--- src/rtl/segm7_pkg.sv ---
// segm7_pkg: register offsets, scan FSM states and hex-to-segment table shared by the segm7 scan driver
package segm7_pkg;
    localparam logic [15:0] ADDR_DATA = 16'h0000;
    localparam logic [15:0] ADDR_MASK = 16'h0004;
    localparam logic [15:0] ADDR_CTRL = 16'h0008;
    typedef enum logic [2:0] {IDLE, LOAD, SHIFT_HI, SHIFT_LO, LATCH, DWELL} scan_state_t;
    localparam logic [111:0] SEG_LUT = {7'h47, 7'h4F, 7'h3D, 7'h4E, 7'h1F, 7'h77, 7'h7B, 7'h7F,
                                        7'h72, 7'h5F, 7'h5B, 7'h33, 7'h79, 7'h6D, 7'h30, 7'h7E};
    function automatic logic [6:0] hex2seg(input logic [3:0] h);
        return SEG_LUT[int'(h) * 7 +: 7];
    endfunction
endpackage

--- src/rtl/segm7_shift595.sv ---
// segm7_shift595: LSB-first 8-bit shifter for one 74HC595 chain; ports: clk/reset, load/shift_hi/shift_lo strobes, din byte, ser/srclk pins
module segm7_shift595 (
    input  logic       S_AXI_ACLK,
    input  logic       S_AXI_ARSTN,
    input  logic       load,
    input  logic       shift_hi,
    input  logic       shift_lo,
    input  logic [7:0] din,
    output logic       ser,
    output logic       srclk
);
    logic [7:0] sr;
    always_ff @(posedge S_AXI_ACLK or negedge S_AXI_ARSTN) begin
        if (!S_AXI_ARSTN) begin
            sr    <= '0;
            ser   <= 1'b0;
            srclk <= 1'b0;
        end else if (load) begin
            sr    <= din;
            ser   <= din[0];
            srclk <= 1'b0;
        end else if (shift_hi) begin
            srclk <= 1'b1;
        end else if (shift_lo) begin
            sr    <= {1'b0, sr[7:1]};
            ser   <= sr[1];
            srclk <= 1'b0;
        end
    end
endmodule

--- src/rtl/segm7_scan_driver.sv ---
// segm7_scan_driver: AXI-lite-style DATA/MASK/CTRL registers driving a multiplexed 7-seg display through COM and SEG 74HC595 chains; ports: S_AXI_* bus, reg_data_out, COM_*/SEG_* SER/SRCLK/RCLK
module segm7_scan_driver
    import segm7_pkg::*;
#(
    parameter int NUM_DIGITS         = 8,
    parameter int CLK_DIV            = 4,
    parameter int DWELL_TICKS        = 1024,
    parameter int C_S_AXI_DATA_WIDTH = 32,
    parameter int C_S_AXI_ADDR_WIDTH = 16
) (
    input  logic                          S_AXI_ACLK,
    input  logic                          S_AXI_ARSTN,
    input  logic [C_S_AXI_ADDR_WIDTH-1:0] S_AXI_AWADDR,
    input  logic                          S_AXI_AWVALID,
    input  logic [C_S_AXI_DATA_WIDTH-1:0] S_AXI_WDATA,
    input  logic                          S_AXI_WVALID,
    input  logic [C_S_AXI_ADDR_WIDTH-1:0] S_AXI_ARADDR,
    output logic [C_S_AXI_DATA_WIDTH-1:0] reg_data_out,
    output logic                          COM_SER,
    output logic                          COM_SRCLK,
    output logic                          COM_RCLK,
    output logic                          SEG_SER,
    output logic                          SEG_SRCLK,
    output logic                          SEG_RCLK
);
    localparam logic [2:0]  LAST_DIGIT = 3'(NUM_DIGITS - 1);
    localparam logic [15:0] DIV_LAST   = 16'(CLK_DIV - 1);
    localparam logic [20:0] DWELL_LAST = 21'(DWELL_TICKS - 1);
    logic [31:0] data_reg, data_snap, src_data;
    logic [15:0] mask_reg, mask_snap, src_mask;
    logic        ctrl_en, tick, blank, blank_n, ld, sh_hi, sh_lo, rclk;
    logic [15:0] div_cnt;
    logic [2:0]  digit, digit_n, bit_cnt, bit_n;
    logic [20:0] dwell_cnt, dwell_n;
    logic [3:0]  nib;
    logic [7:0]  com_byte, seg_byte;
    scan_state_t state, state_n;
    assign tick = div_cnt == DIV_LAST;
    assign reg_data_out = S_AXI_ARADDR == C_S_AXI_ADDR_WIDTH'(ADDR_DATA) ? C_S_AXI_DATA_WIDTH'(data_reg) :
                          S_AXI_ARADDR == C_S_AXI_ADDR_WIDTH'(ADDR_MASK) ? C_S_AXI_DATA_WIDTH'(mask_reg) :
                          S_AXI_ARADDR == C_S_AXI_ADDR_WIDTH'(ADDR_CTRL) ? C_S_AXI_DATA_WIDTH'(ctrl_en) : '0;
    always_ff @(posedge S_AXI_ACLK or negedge S_AXI_ARSTN) begin
        if (!S_AXI_ARSTN) begin
            data_reg <= '0;
            mask_reg <= '0;
            ctrl_en  <= 1'b0;
        end else if (S_AXI_AWVALID && S_AXI_WVALID) begin
            if (S_AXI_AWADDR == C_S_AXI_ADDR_WIDTH'(ADDR_DATA)) data_reg <= S_AXI_WDATA[31:0];
            if (S_AXI_AWADDR == C_S_AXI_ADDR_WIDTH'(ADDR_MASK)) mask_reg <= S_AXI_WDATA[15:0];
            if (S_AXI_AWADDR == C_S_AXI_ADDR_WIDTH'(ADDR_CTRL)) ctrl_en  <= S_AXI_WDATA[0];
        end
    end
    always_comb begin
        state_n = state;
        digit_n = digit;
        blank_n = blank;
        bit_n   = bit_cnt;
        dwell_n = dwell_cnt;
        case (state)
            IDLE:     state_n = ctrl_en ? LOAD : IDLE;
            LOAD:     state_n = SHIFT_HI;
            SHIFT_HI: state_n = SHIFT_LO;
            SHIFT_LO: begin
                bit_n   = bit_cnt + 3'd1;
                state_n = bit_cnt == 3'd7 ? LATCH : SHIFT_HI;
            end
            LATCH: begin
                state_n = blank ? IDLE : DWELL;
                digit_n = blank ? 3'd0 : digit;
                blank_n = 1'b0;
            end
            DWELL: begin
                dwell_n = dwell_cnt == DWELL_LAST ? 21'd0 : dwell_cnt + 21'd1;
                if (dwell_cnt == DWELL_LAST) begin
                    state_n = LOAD;
                    blank_n = !ctrl_en;
                    digit_n = !ctrl_en ? digit : digit == LAST_DIGIT ? 3'd0 : digit + 3'd1;
                end
            end
            default:  state_n = IDLE;
        endcase
    end
    // Bytes are built for the digit being entered; digit 0 reads the live registers, which are snapshotted at the same time
    always_comb begin
        src_data = digit_n == 3'd0 ? data_reg : data_snap;
        src_mask = digit_n == 3'd0 ? mask_reg : mask_snap;
        nib      = src_data[{digit_n, 2'b00} +: 4];
        com_byte = blank_n ? 8'hFF : ~(8'h01 << digit_n);
        seg_byte = (blank_n || src_mask[{2'b01, digit_n}]) ? 8'h00 : {src_mask[{2'b00, digit_n}], hex2seg(nib)};
    end
    assign ld    = tick && state_n == LOAD;
    assign sh_hi = tick && state_n == SHIFT_HI;
    assign sh_lo = tick && state_n == SHIFT_LO;
    always_ff @(posedge S_AXI_ACLK or negedge S_AXI_ARSTN) begin
        if (!S_AXI_ARSTN) begin
            div_cnt   <= '0;
            state     <= IDLE;
            digit     <= '0;
            bit_cnt   <= '0;
            dwell_cnt <= '0;
            blank     <= 1'b0;
            rclk      <= 1'b0;
            data_snap <= '0;
            mask_snap <= '0;
        end else begin
            div_cnt <= tick ? 16'd0 : div_cnt + 16'd1;
            if (tick) begin
                state     <= state_n;
                digit     <= digit_n;
                bit_cnt   <= bit_n;
                dwell_cnt <= dwell_n;
                blank     <= blank_n;
                rclk      <= state_n == LATCH;
            end
            if (ld && digit_n == 3'd0) begin
                data_snap <= data_reg;
                mask_snap <= mask_reg;
            end
        end
    end
    assign COM_RCLK = rclk;
    assign SEG_RCLK = rclk;
    segm7_shift595 u_com (
        .S_AXI_ACLK (S_AXI_ACLK),
        .S_AXI_ARSTN(S_AXI_ARSTN),
        .load       (ld),
        .shift_hi   (sh_hi),
        .shift_lo   (sh_lo),
        .din        (com_byte),
        .ser        (COM_SER),
        .srclk      (COM_SRCLK)
    );
    segm7_shift595 u_seg (
        .S_AXI_ACLK (S_AXI_ACLK),
        .S_AXI_ARSTN(S_AXI_ARSTN),
        .load       (ld),
        .shift_hi   (sh_hi),
        .shift_lo   (sh_lo),
        .din        (seg_byte),
        .ser        (SEG_SER),
        .srclk      (SEG_SRCLK)
    );
endmodule

--- config.mk ---
export PLATFORM = sky130hd
export DESIGN_NAME = segm7_scan_driver
export DESIGN_NICKNAME = d
export VERILOG_FILES = /design/src/rtl/segm7_pkg.sv /design/src/rtl/segm7_shift595.sv /design/src/rtl/segm7_scan_driver.sv
export SDC_FILE = /design/constraint.sdc
export NUM_CORES = 1
export LEC_CHECK = 0
export CORE_AREA = 2 2 118 120
export DETAILED_ROUTE_END_ITERATION = 8
export DIE_AREA = 0 0 120 122
export GPL_TIMING_DRIVEN = 0
export PLACE_DENSITY = 0.84
export SLEW_MARGIN = 20
export SYNTH_ARGS = -nofsm -noshare
export SYNTH_HDL_FRONTEND = slang
export SYNTH_SLANG_ARGS = --single-unit
--- constraint.sdc ---
create_clock -name S_AXI_ACLK -period 7.7 [get_ports S_AXI_ACLK]
set_input_delay 0.77 -clock S_AXI_ACLK [delete_from_list [all_inputs] [get_ports S_AXI_ACLK]]
set_output_delay 0.77 -clock S_AXI_ACLK [all_outputs]
set_load 0.05 [all_outputs]
# After elaboration in Yosys (flattened, before gate mapping)
# Cells that the tools add are included.
# W data, S select, Z words.
[op_classes] order_cmp=2 n_reduce_logical=19 add_sub_neg=4 muxes=40 shifts=3 bitwise=1 n_eq_ne=18 n_mul=1
[op_table] operator="$shiftx A112 B8 Y7 const A" count=1
[op_table] operator="$mux W32" count=2
[op_table] operator="$mux W8" count=8
[op_table] operator="$mux W16" count=3
[op_table] operator="$eq A16 B3 Y1 const B" count=2
[op_table] operator="$eq A16 B4 Y1 const B" count=2
[op_table] operator="$logic_not A16 Y1" count=2
[op_table] operator="$shiftx A32 B6 Y4" count=1
[op_table] operator="$add A21 B1 Y21 const B" count=1
[op_table] operator="$eq A21 B10 Y1 const B" count=1
[op_table] operator="$mux W21" count=1
[op_table] operator="$mux W3" count=7
[op_table] operator="$pmux W3 S6" count=1
[op_table] operator="$add A16 B1 Y16 const B" count=1
[op_table] operator="$eq A16 B2 Y1 const B" count=1
[op_table] operator="$eq A3 B3 Y1 const B" count=5
[op_table] operator="$mux W1" count=14
[op_table] operator="$eq A3 B2 Y1 const B" count=4
[op_table] operator="$reduce_and A2 Y1" count=6
[op_table] operator="$not A8 Y8" count=1
[op_table] operator="$shl A1 B3 Y8 const A" count=1
[op_table] operator="$mul A4 B3 Y7 const B" count=1
[op_table] operator="$add A3 B1 Y3 const B" count=2
[op_table] operator="$bmux W1 S3" count=2
[op_table] operator="12 further kinds" count=18
[totals] out_inout_bits=38 regBits=164 word_cells=105

# Longest topological paths before layout
# Gate-level depths: netlist of the first run.
[depth] ltp_word=12 ltp_mapped=15

# Modules after synthesis
# From an unflattened synthesis of the first run, not the netlist that was laid out.
[hier_totals] hier_cells=670 area_unflattened_um2=7970.1
[by_module_without_submodules] mod="segm7_scan_driver" n_inst=1 cells_per_inst=592 area_each_um2=7006.7
[by_module_without_submodules] mod="segm7_shift595" n_inst=2 cells_per_inst=39 area_each_um2=481.7

# Worst setup path after synthesis of the first run
# OpenSTA, ideal clock, no wires.
[synth_timing] path_type="register to register" startpoint="register dwell_cnt[16]" endpoint="register u_seg.sr[3]" path_slack_ns=4.206 synth_period_minus_slack_ns=3.494 setup_time_ns=0.139 required_time_ns=7.561 path_stages_with_launch=15 arrival_time_ns=3.355 path_cell_list="dfrtp_1 -> or4_4 -> nor4_1 -> and2_1 -> buf_2 -> mux2i_1 -> clkbuf_1 -> o21ai_0 -> a32oi_2 -> inv_2 -> ha_1 -> nor2_1 -> nand2_1 -> a31oi_1 -> o21ai_0"
[synth_via] elab_chain_cells=10 word_cells_on_any_way=27 classes_between="1 x mul; 5 x eq/ne; 2 x shift; 12 x mux; 7 x reduce/logical"
[synth_rtl] item="start: declaration" line_no="segm7_scan_driver.sv:34" text="logic [20:0] dwell_cnt, dwell_n;"
[synth_rtl] item="start signal: assignment" line_no="segm7_scan_driver.sv:111" text="dwell_cnt <= dwell_n;"
[synth_rtl] item="$eq A21 B10 Y1 *" line_no="segm7_scan_driver.sv:74" text="if (dwell_cnt == DWELL_LAST) begin"
[synth_rtl] item="$mux W3" line_no="segm7_scan_driver.sv:74"
[synth_rtl] item="$pmux W3 S2" line_no="segm7_scan_driver.sv:59" text="case (state)"
[synth_rtl] item="$logic_not A3 Y1" line_no="segm7_scan_driver.sv:85, segm7_scan_driver.sv:86"
[synth_rtl] item="$mux W32 / $mux W16 (equally long branches)" line_no="segm7_scan_driver.sv:85, segm7_scan_driver.sv:86"
[synth_rtl] item="$shiftx A32 B6 Y4 / $bmux W1 S3 (equally long branches)" line_no="segm7_scan_driver.sv:87, segm7_scan_driver.sv:89"
[synth_rtl] item="$mul A4 B3 Y7 / $mux W1 (equally long branches)" line_no="segm7_pkg.sv:10, segm7_scan_driver.sv:89"
[synth_rtl] item="$shiftx A112 B8 Y7 / $logic_or A1 B1 Y1 (equally long branches)" line_no="segm7_pkg.sv:10, segm7_scan_driver.sv:89"
[synth_rtl] item="$mux W8" line_no="segm7_scan_driver.sv:89" text="seg_byte = (blank_n || src_mask[{2'b01, digit_n}]) ? 8'h00 : {src_mask[{2'b00, digit_n}], hex2seg(nib)};"
[synth_rtl] item="$mux W8" line_no="segm7_shift595.sv:18" text="end else if (load) begin"
[synth_rtl] item="end signal: assignment" line_no="segm7_shift595.sv:19" text="sr <= din;"
[synth_rtl] item="end signal: assignment" line_no="segm7_shift595.sv:25" text="sr <= {1'b0, sr[7:1]};"
[synth_rtl] item="end: declaration" line_no="segm7_shift595.sv:12" text="logic [7:0] sr;"
# Mark *: on every way between the ends. The rest lies on a longest branch, timed or not. The select of a mux whose other input is x is not followed.
# A chain may end at the register's enable or synchronous reset.

# Final worst setup path of the first run
[layout_timing] startpoint="input port S_AXI_ARADDR[10]" endpoint="output port reg_data_out[27]"
[layout_via] elab_chain_cells=2
[layout_rtl] item="start: declaration" line_no="segm7_scan_driver.sv:17" text="input logic [C_S_AXI_ADDR_WIDTH-1:0] S_AXI_ARADDR,"
[layout_rtl] item="$logic_not A16 Y1" line_no="segm7_scan_driver.sv:39" text="assign reg_data_out = S_AXI_ARADDR == C_S_AXI_ADDR_WIDTH'(ADDR_DATA) ? C_S_AXI_DATA_WIDTH'(data_reg) :"
[layout_rtl] item="$mux W32" line_no="segm7_scan_driver.sv:39"
[layout_rtl] item="end: declaration" line_no="segm7_scan_driver.sv:18" text="output logic [C_S_AXI_DATA_WIDTH-1:0] reg_data_out,"
# No other way between the ends.

==> metrics.md, run 1 <==
| Metric | Value |
|---|---|
| Clock sink count | 156 |
| Final WL | 18.55 mm |
| Combined area of the multi-input logic cells | 3692 sq um |
| Largest net degree at the start of global routing | 94 |
| Post-layout util | 71.81% |
| Top FF cell, synth | dfrtp_1 |
| Worst Skew | 0.01058 ns |
| Highest Clock Rate | 205.1 MHz |
| Clk buf depth | 2 |
| Max-cap violations | 0 |
| Hold Buf Count CTS | 0 |
| FFs w/ async S/R, synth | 100.0% |
| First DRT Iteration DRCs | 438 |
| Post-layout min period | 4.876 ns |
| Setup violators final | 0 |
| Switch Pwr | roughly 0.00037 W |
| Avg WL per Cell | 18.43 microns |
| RSZ-0062 raised after global routing | no |
| Worst path slowest cell | clkdlybuf4s50_1 |
| Warnings, synthesis | 0 |
| Worst skew pair latency | 0.43 ns |
| Antenna violations before repair | 0 |
| Post-Syn Area | just under 8000 sq um |
| TritonCTS Buffers | 17 |
| CTS tree | done |
| CP Class | in2out |
| Cell taking the most area after synthesis | dfrtp_1 |
| Worst rel slew slack | between 20% and 30% |
| CTS Root Cell | clkbuf_16 |
| Crit path capture type | primary output |
| WHS | 0.2740 ns |
| Synth cell types | 68 |
| # IOs | 106 |
| Seq pwr share | 46.0% |
| Fillers | 922 |
| Switching Share | 20.53% |
| Layout cells sized above 1 | 19.01% |
| Leakage | 4.405 nW |
| HPWL Detailed | 13.20 mm |
| Port bufs | 104 |
| Internal power | 0.001419 W |
| Initial cell density of the core | about 57% |
| CP required | 6.93 ns |
| Tightest Pin Transition | 1.048 ns |
| Vias per cell | a little under 6 |
| Total grt overflow | 0 |
| Diodes inserted | 0 |
| Area delta synth->final | 25.08% |
| Min-delay worst type | in2async |
| Final Hold Violating Endpoints | 0 |
| DRC | 0 |
| Gpl congestion | 0.9163 |
| Die area | 14640 sq um |
| Mapped Nets | 766 |
| Count leader, synth | dfrtp_1 |
| Count of state elements after synthesis | around 160 |
| Die X | 120 microns |
| Clock share of power | 50.5% |
| Synth top area cells | dfrtp_1 50%, mux2_2 14%, mux2i_1 3.2%, nand2_1 2.9%, xnor2_1 2.8% |
| Core Region | 13500 sq um |
| Post-synth EDFFs | 0 |
| Mapped Cells | 689 |
| Post-DRT Antenna Nets | 0 |
| Worst vdd ir | approximately 0.16 mV |
| Final worst path period share | 63.32% |
| Global-route wire length before repair | approximately 31 mm |
| Worst EP arrival | slightly above 4 ns |
| Post-synth top cells | 156 x dfrtp_1, 97 x mux2_2, 60 x nand2_1 |
| Pre-antenna DRT Iters | 7 |
| Register area share after synthesis | between 50% and 60% |
| Crit-path cells | clkdlybuf4s50_1 > nor4_1 > nand4_1 > or2_2 > clkbuf_1 > nor2_1 > clkbuf_1 > and2_1 > clkdlybuf4s50_1 |
| Pwr dens | 184.1 nW/um^2 |
| Largest register FFs | 32 |
| Final slew viol count | 0 |
| DR vias | slightly below 6000 |
| Post_cts resized | 0 |
| Status | completed |
| Post-synth top area share | 50.36% |
| H-Tree Depth | 4 |
| Largest stage delay, worst path | 0.81 ns |
| Setup crit start kind | primary input |
| Logic pwr share | 3.5% |
| Overall routing resource usage | a little over a quarter |
| Chip Height | 122 microns |
| # nets final | 890 |
| FP Rows | 43 |
| Via count of the first global-routing pass | roughly 6200 |
| Post CTS Setup Buffer Count | 0 |
| Critical Path Fanout Max | 10 |
| FF+latch area | 3904 sq um |
| Mean post-synth cell area | 11.25 sq um |
| Clk slew on worst S/H paths | approximately 0.060 ns |
placed cells by master (no fill, tap or decap), types with 5 or more instances in the layout:
cell type        Yosys  layout
nor3_1              14      14
a31oi_1              8       8
inv_1                7       7
dfrtp_1            156     156
mux2i_1             25      25
or3_1                6       6
xor2_1              10      10
mux2_2              97      97
nor2_1              54      54
nand4_1             10      10
o22ai_1              8       8
clkdlybuf4s50_1      0     103
nor4_1              11      11
and2_1              22      22
clkbuf_16            0      17
a21oi_1              8       8
clkbuf_1            19      20
xnor2_1             25      25
nand3_1             12      12
o21ai_0             20      20
a21boi_0             7       7
nand2_1             60      60
and3_1              14      14
ha_1                 9       9
a21o_1               5       5
critical path, delay by kind of cell:
| family | cells | cell delay [ns] |
|---|---|---|
| AND/OR/NAND/NOR | 5 | 1.53 |
| buffers and inverters | 4 | 1.79 |
metal layers:
layer / up-vias / GRT usage [%] / share of wire, %
met2: 188 / 46.38 / 51
li1: 2736 / - / -
met4: 0 / 12.72 / 3.3
met1: 2918 / 32.71 / 42
met3: 46 / 5.243 / 3.9
met5: - / 0 / 0
area by class of cell:
class	count	area share, %
plain buffers	30	1.355
well taps	180	2.323
inverters	8	0.3097
clock inverters	12	1.897
multi-input cells	495	38.08
repair buffers	105	11.07
clock buffers	20	4.710
flip-flops and latches	156	40.26
power groups by stage:
stage          sequential [W]  combinational, W  clock, W
5_1_grt              0.000821         0.0000681  0.000948
6_report             0.000822         0.0000617  0.000902
4_1_cts              0.000822         0.0000628  0.000908
3_3_place_gp         0.000837         0.0000587         0
2_1_floorplan        0.000837        0.00000686         0
3_5_place_dp         0.000837         0.0000624         0
through the flow:
step	instances	worst slack, ns	area, sq um	total power, W	setup TNS (ns)
detailed placement	974	2.861	9051	0.0008991	0
global route	1006	2.636	9697	0.001838	0
global placement	973	-0.09429	9019	0.0008959	-12.76
CTS	1006	2.834	9692	0.001793	0
finish	1006	2.824	9697	0.001786	0
floorplan	689	4.206	7752	0.0008441	0
final timing paths:
kind | slack [ns] | depth (start not counted) | end | from
worst max-delay path | 2.82 | 9 | reg_data_out[27] | S_AXI_ARADDR[10]
worst min-delay path | 0.27 | 1 | dwell_cnt[11] | S_AXI_ARSTN
worst max register to register | 3.30 | 13 | u_seg.sr[4] | dwell_cnt[16]
worst min register to register | 0.48 | 1 | div_cnt[15] | div_cnt[15]
max in group asynchronous | 6.63 | 2 | data_snap[18] | S_AXI_ARSTN
min in group S_AXI_ACLK | 0.48 | 1 | div_cnt[15] | div_cnt[15]
logic make-up (layout without fill, tap and decap cells):
| group | count (synthesis) | after routing | share of synthesized area (%) |
|---|---|---|---|
| AND/OR/NAND/NOR | 230 | 230 | 15.12 |
| flip-flops | 156 | 156 | 50.36 |
| multiplexers | 125 | 125 | 17.88 |
| AO/OA/AOI/OAI | 96 | 96 | 9.151 |
| buffers and inverters | 38 | 175 | 2.082 |
| XOR/XNOR | 35 | 35 | 3.954 |
| adder cells (fa/ha/maj) | 9 | 9 | 1.453 |
Power figures use the tool's default switching activity.
==> run 2: changes to the inputs <==
- CORE_AREA: 2 2 118 120 -> 2 2 128 130
- DIE_AREA: 0 0 120 122 -> 0 0 130 132
- PLACE_DENSITY: 0.84 -> 0.76
- clock period: 7.7 -> 4.1 ns (I/O delays scaled with it)
==> run 2 against run 1 <==
  * Combinational power rose by 88%
  * Critical endpoint is now reg_data_out[21]
  * Hold slack improved by 0.20 ns
  * Clock skew rose by 0.0080 ns
  * Critical path type unchanged
==> metrics.md, run 2 (synthesis results as in run 1) <==
| Metric | Value |
|---|---|
| Worst Reg2Reg Path Length in Cells | 14 (+1) |
| CP required | 3.69 ns (-3.24 ns) |
| FP Rows | 46 (+7.0%) |
| Worst rel slew slack | 51.45% (+22 points) |
| Via count of the first global-routing pass | 5961 (-4.2%) |
| CTS tree | done |
| Highest Clock Rate | 256.3 MHz |
| WHS | 0.4770 ns (+0.2030 ns) |
| Layout cells sized above 1 | 20.24% (+1.2 points) |
| Worst Skew | 0.01859 ns (+0.008016 ns) |
| Leakage | 4.394 nW (-0.26%) |
| Max-cap violations | 0 (unchanged) |
| Largest stage delay, worst path | 0.80 ns (about the same) |
| Overall routing resource usage | 21.93% (-5.0 points) |
| Crit path capture type | primary output |
| Combined area of the multi-input logic cells | 3727 sq um (+0.95%) |
| Final worst path period share | 95.16% |
| Min-delay worst type | reg2reg |
| Critical R2R Launch | digit[0] |
| Core Region | 15710 sq um (+16%) |
| Area delta synth->final | 25.42% |
| DR vias | 5828 (-1.0%) |
| Worst EP arrival | 3.49 ns (-0.62 ns) |
| Final WL | 18.03 mm (-2.8%) |
| First DRT Iteration DRCs | 407 (-7.1%) |
| Pwr dens | 323.2 nW/um^2 (+76%) |
| Post-layout min period | 3.902 ns |
| # nets final | 894 (+0.45%) |
| Final Hold Violating Endpoints | 0 (unchanged) |
| Crit-path cells | clkdlybuf4s50_1 > nor4_1 > nand4_1 > or2_2 > clkbuf_1 > nor2_2 > clkbuf_1 > and2_1 > clkdlybuf4s50_1 |
| Setup crit start kind | primary input |
| Die X | 130 microns (+8.3%) |
| Diodes inserted | 0 (unchanged) |
| Worst path slowest cell | clkdlybuf4s50_1 |
| Critical Path Fanout Max | 10 (unchanged) |
| CP Class | in2out |
| Total grt overflow | 0 (unchanged) |
| DRC | 0 (unchanged) |
| Reg2Reg Capture Point | u_seg.sr[2] |
| Port bufs | 104 (unchanged) |
| # IOs | 106 (unchanged) |
| H-Tree Depth | 4 (unchanged) |
| Commonest non-fill, non-tap cell in the layout | dfrtp_1 |
| Tightest Pin Transition | 0.7283 ns (-0.3193 ns) |
| Post-DRT Antenna Nets | 0 (unchanged) |
| Final setup margin | 0.1984 ns (-2.626 ns) |
| Fillers | 1231 (+34%) |
| Largest net degree at the start of global routing | 91 (-3.2%) |
| CTS Root Cell | clkbuf_16 |
| Worst vdd ir | 0.2821 mV (+76%) |
| CP endpoint | reg_data_out[21] |
| TritonCTS Buffers | 17 (unchanged) |
| Final Power | 0.003142 W (+76%) |
| Initial cell density of the core | 49.34% (-8.1 points) |
| Setup Slack @ Placement | -0.1794 ns (-3.040 ns) |
| HPWL Detailed | 13.30 mm (+0.77%) |
| Worst skew pair latency | 0.43 ns (about the same) |
| Antenna violations before repair | 0 (unchanged) |
| Final slew viol count | 0 (unchanged) |
| Die area | 17160 sq um (+17%) |
| Worst reg2reg setup slack | 0.22 ns (-3.08 ns) |
| Clock sink count | 156 (unchanged) |
| FF+latch area | 3904 sq um (unchanged) |
| Global-route wire length before repair | 29.75 mm (-3.7%) |
| Chip Height | 132 microns (+8.2%) |
| Status | completed |
| Avg WL per Cell | 17.23 microns (-6.5%) |
| Vias per cell | 5.572 (-4.8%) |
| Clk buf depth | 2 (unchanged) |
| Setup violators final | 0 (unchanged) |
| Critical path startpoint | S_AXI_ARADDR[0] |
| Clk slew on worst S/H paths | 0.06 ns (about the same) |
| Gpl congestion | 0.8749 (-4.5%) |
| Setup_tns | 0 ns (unchanged) |
| Largest register FFs | 32 (unchanged) |
| Pre-antenna DRT Iters | 5 (-2) |
| Commonest cells after routing, fill and taps aside | 156 x dfrtp_1, 103 x clkdlybuf4s50_1, 97 x mux2_2 |
[run 2: cell count changes in the layout (fill, tap and decap cells not counted), sizes merged]
cell	previous run	this run
inv	11	17
clkbuf	39	36
dlygate4sd3	0	1
buf	13	16
bufinv	4	0
clkinvlp	2	3
[run 2: worst min path at each step]
stage / start / endpoint / slack [ns] / cells past startpoint
final: div_cnt[15] / div_cnt[15] / 0.48 / 1
after global routing: bit_cnt[0] / bit_cnt[0] / 0.48 / 1
after CTS: bit_cnt[0] / bit_cnt[0] / 0.48 / 1
after detailed placement: S_AXI_ARSTN / dwell_cnt[12] / 0.39 / 1
after global placement: div_cnt[15] / div_cnt[15] / 0.46 / 1
after floorplan: S_AXI_ARSTN / COM_RCLK / 0.11 / 0
[run 2: cell type report]
type | count | share of cell area, %
timing repair buffer | 109 | 11.38
inverter | 8 | 0.3088
multi-input combinational | 495 | 38.33
buffer | 30 | 1.364
sequential | 156 | 40.15
clock buffer | 17 | 4.375
tap | 216 | 2.780
clock inverter | 15 | 1.313
[run 2: per-stage QoR]
stage | cells | cell area [sq um] | util [%]
after floorplan | 689 | 7752 | -
after global placement | 1009 | 9064 | 57.68
after detailed placement | 1010 | 9101 | 57.92
after CTS | 1043 | 9676 | 61.58
after global routing | 1046 | 9723 | 61.88
final | 1046 | 9723 | 61.88
[run 2: repair_timing]
action,CTS,global route
resized for setup,3,4
pin swaps,0,1
setup endpoints to repair,13,17
hold buffers,1,0
buffers inserted,0,3
hold endpoints to repair,66,0
[run 2: metal layers]
| metal | vias to the layer above | track usage (%) | routed length (microns) |
|---|---|---|---|
| met3 | 32 | 4.545 | 676 |
| met2 | 132 | 36.39 | 9150 |
| met1 | 2921 | 27.47 | 7703 |
| li1 | 2743 | - | - |
| met4 | 0 | 9.916 | 495 |
| met5 | - | 0 | 0 |
[run 2: worst max-delay path, delay by kind of cell]
| kind | cells | cell delay (ns) |
|---|---|---|
| buffers and inverters | 4 | 1.77 |
| and+or+nand+nor | 5 | 1.31 |
[run 2: where the power goes]
part / internal, W / total [W] / switching, W
Clock: 0.000795 / 0.00148 / 0.000688
Combinational: 0.0000661 / 0.000116 / 0.0000503
Sequential: 0.00154 / 0.00154 / 0.00000138
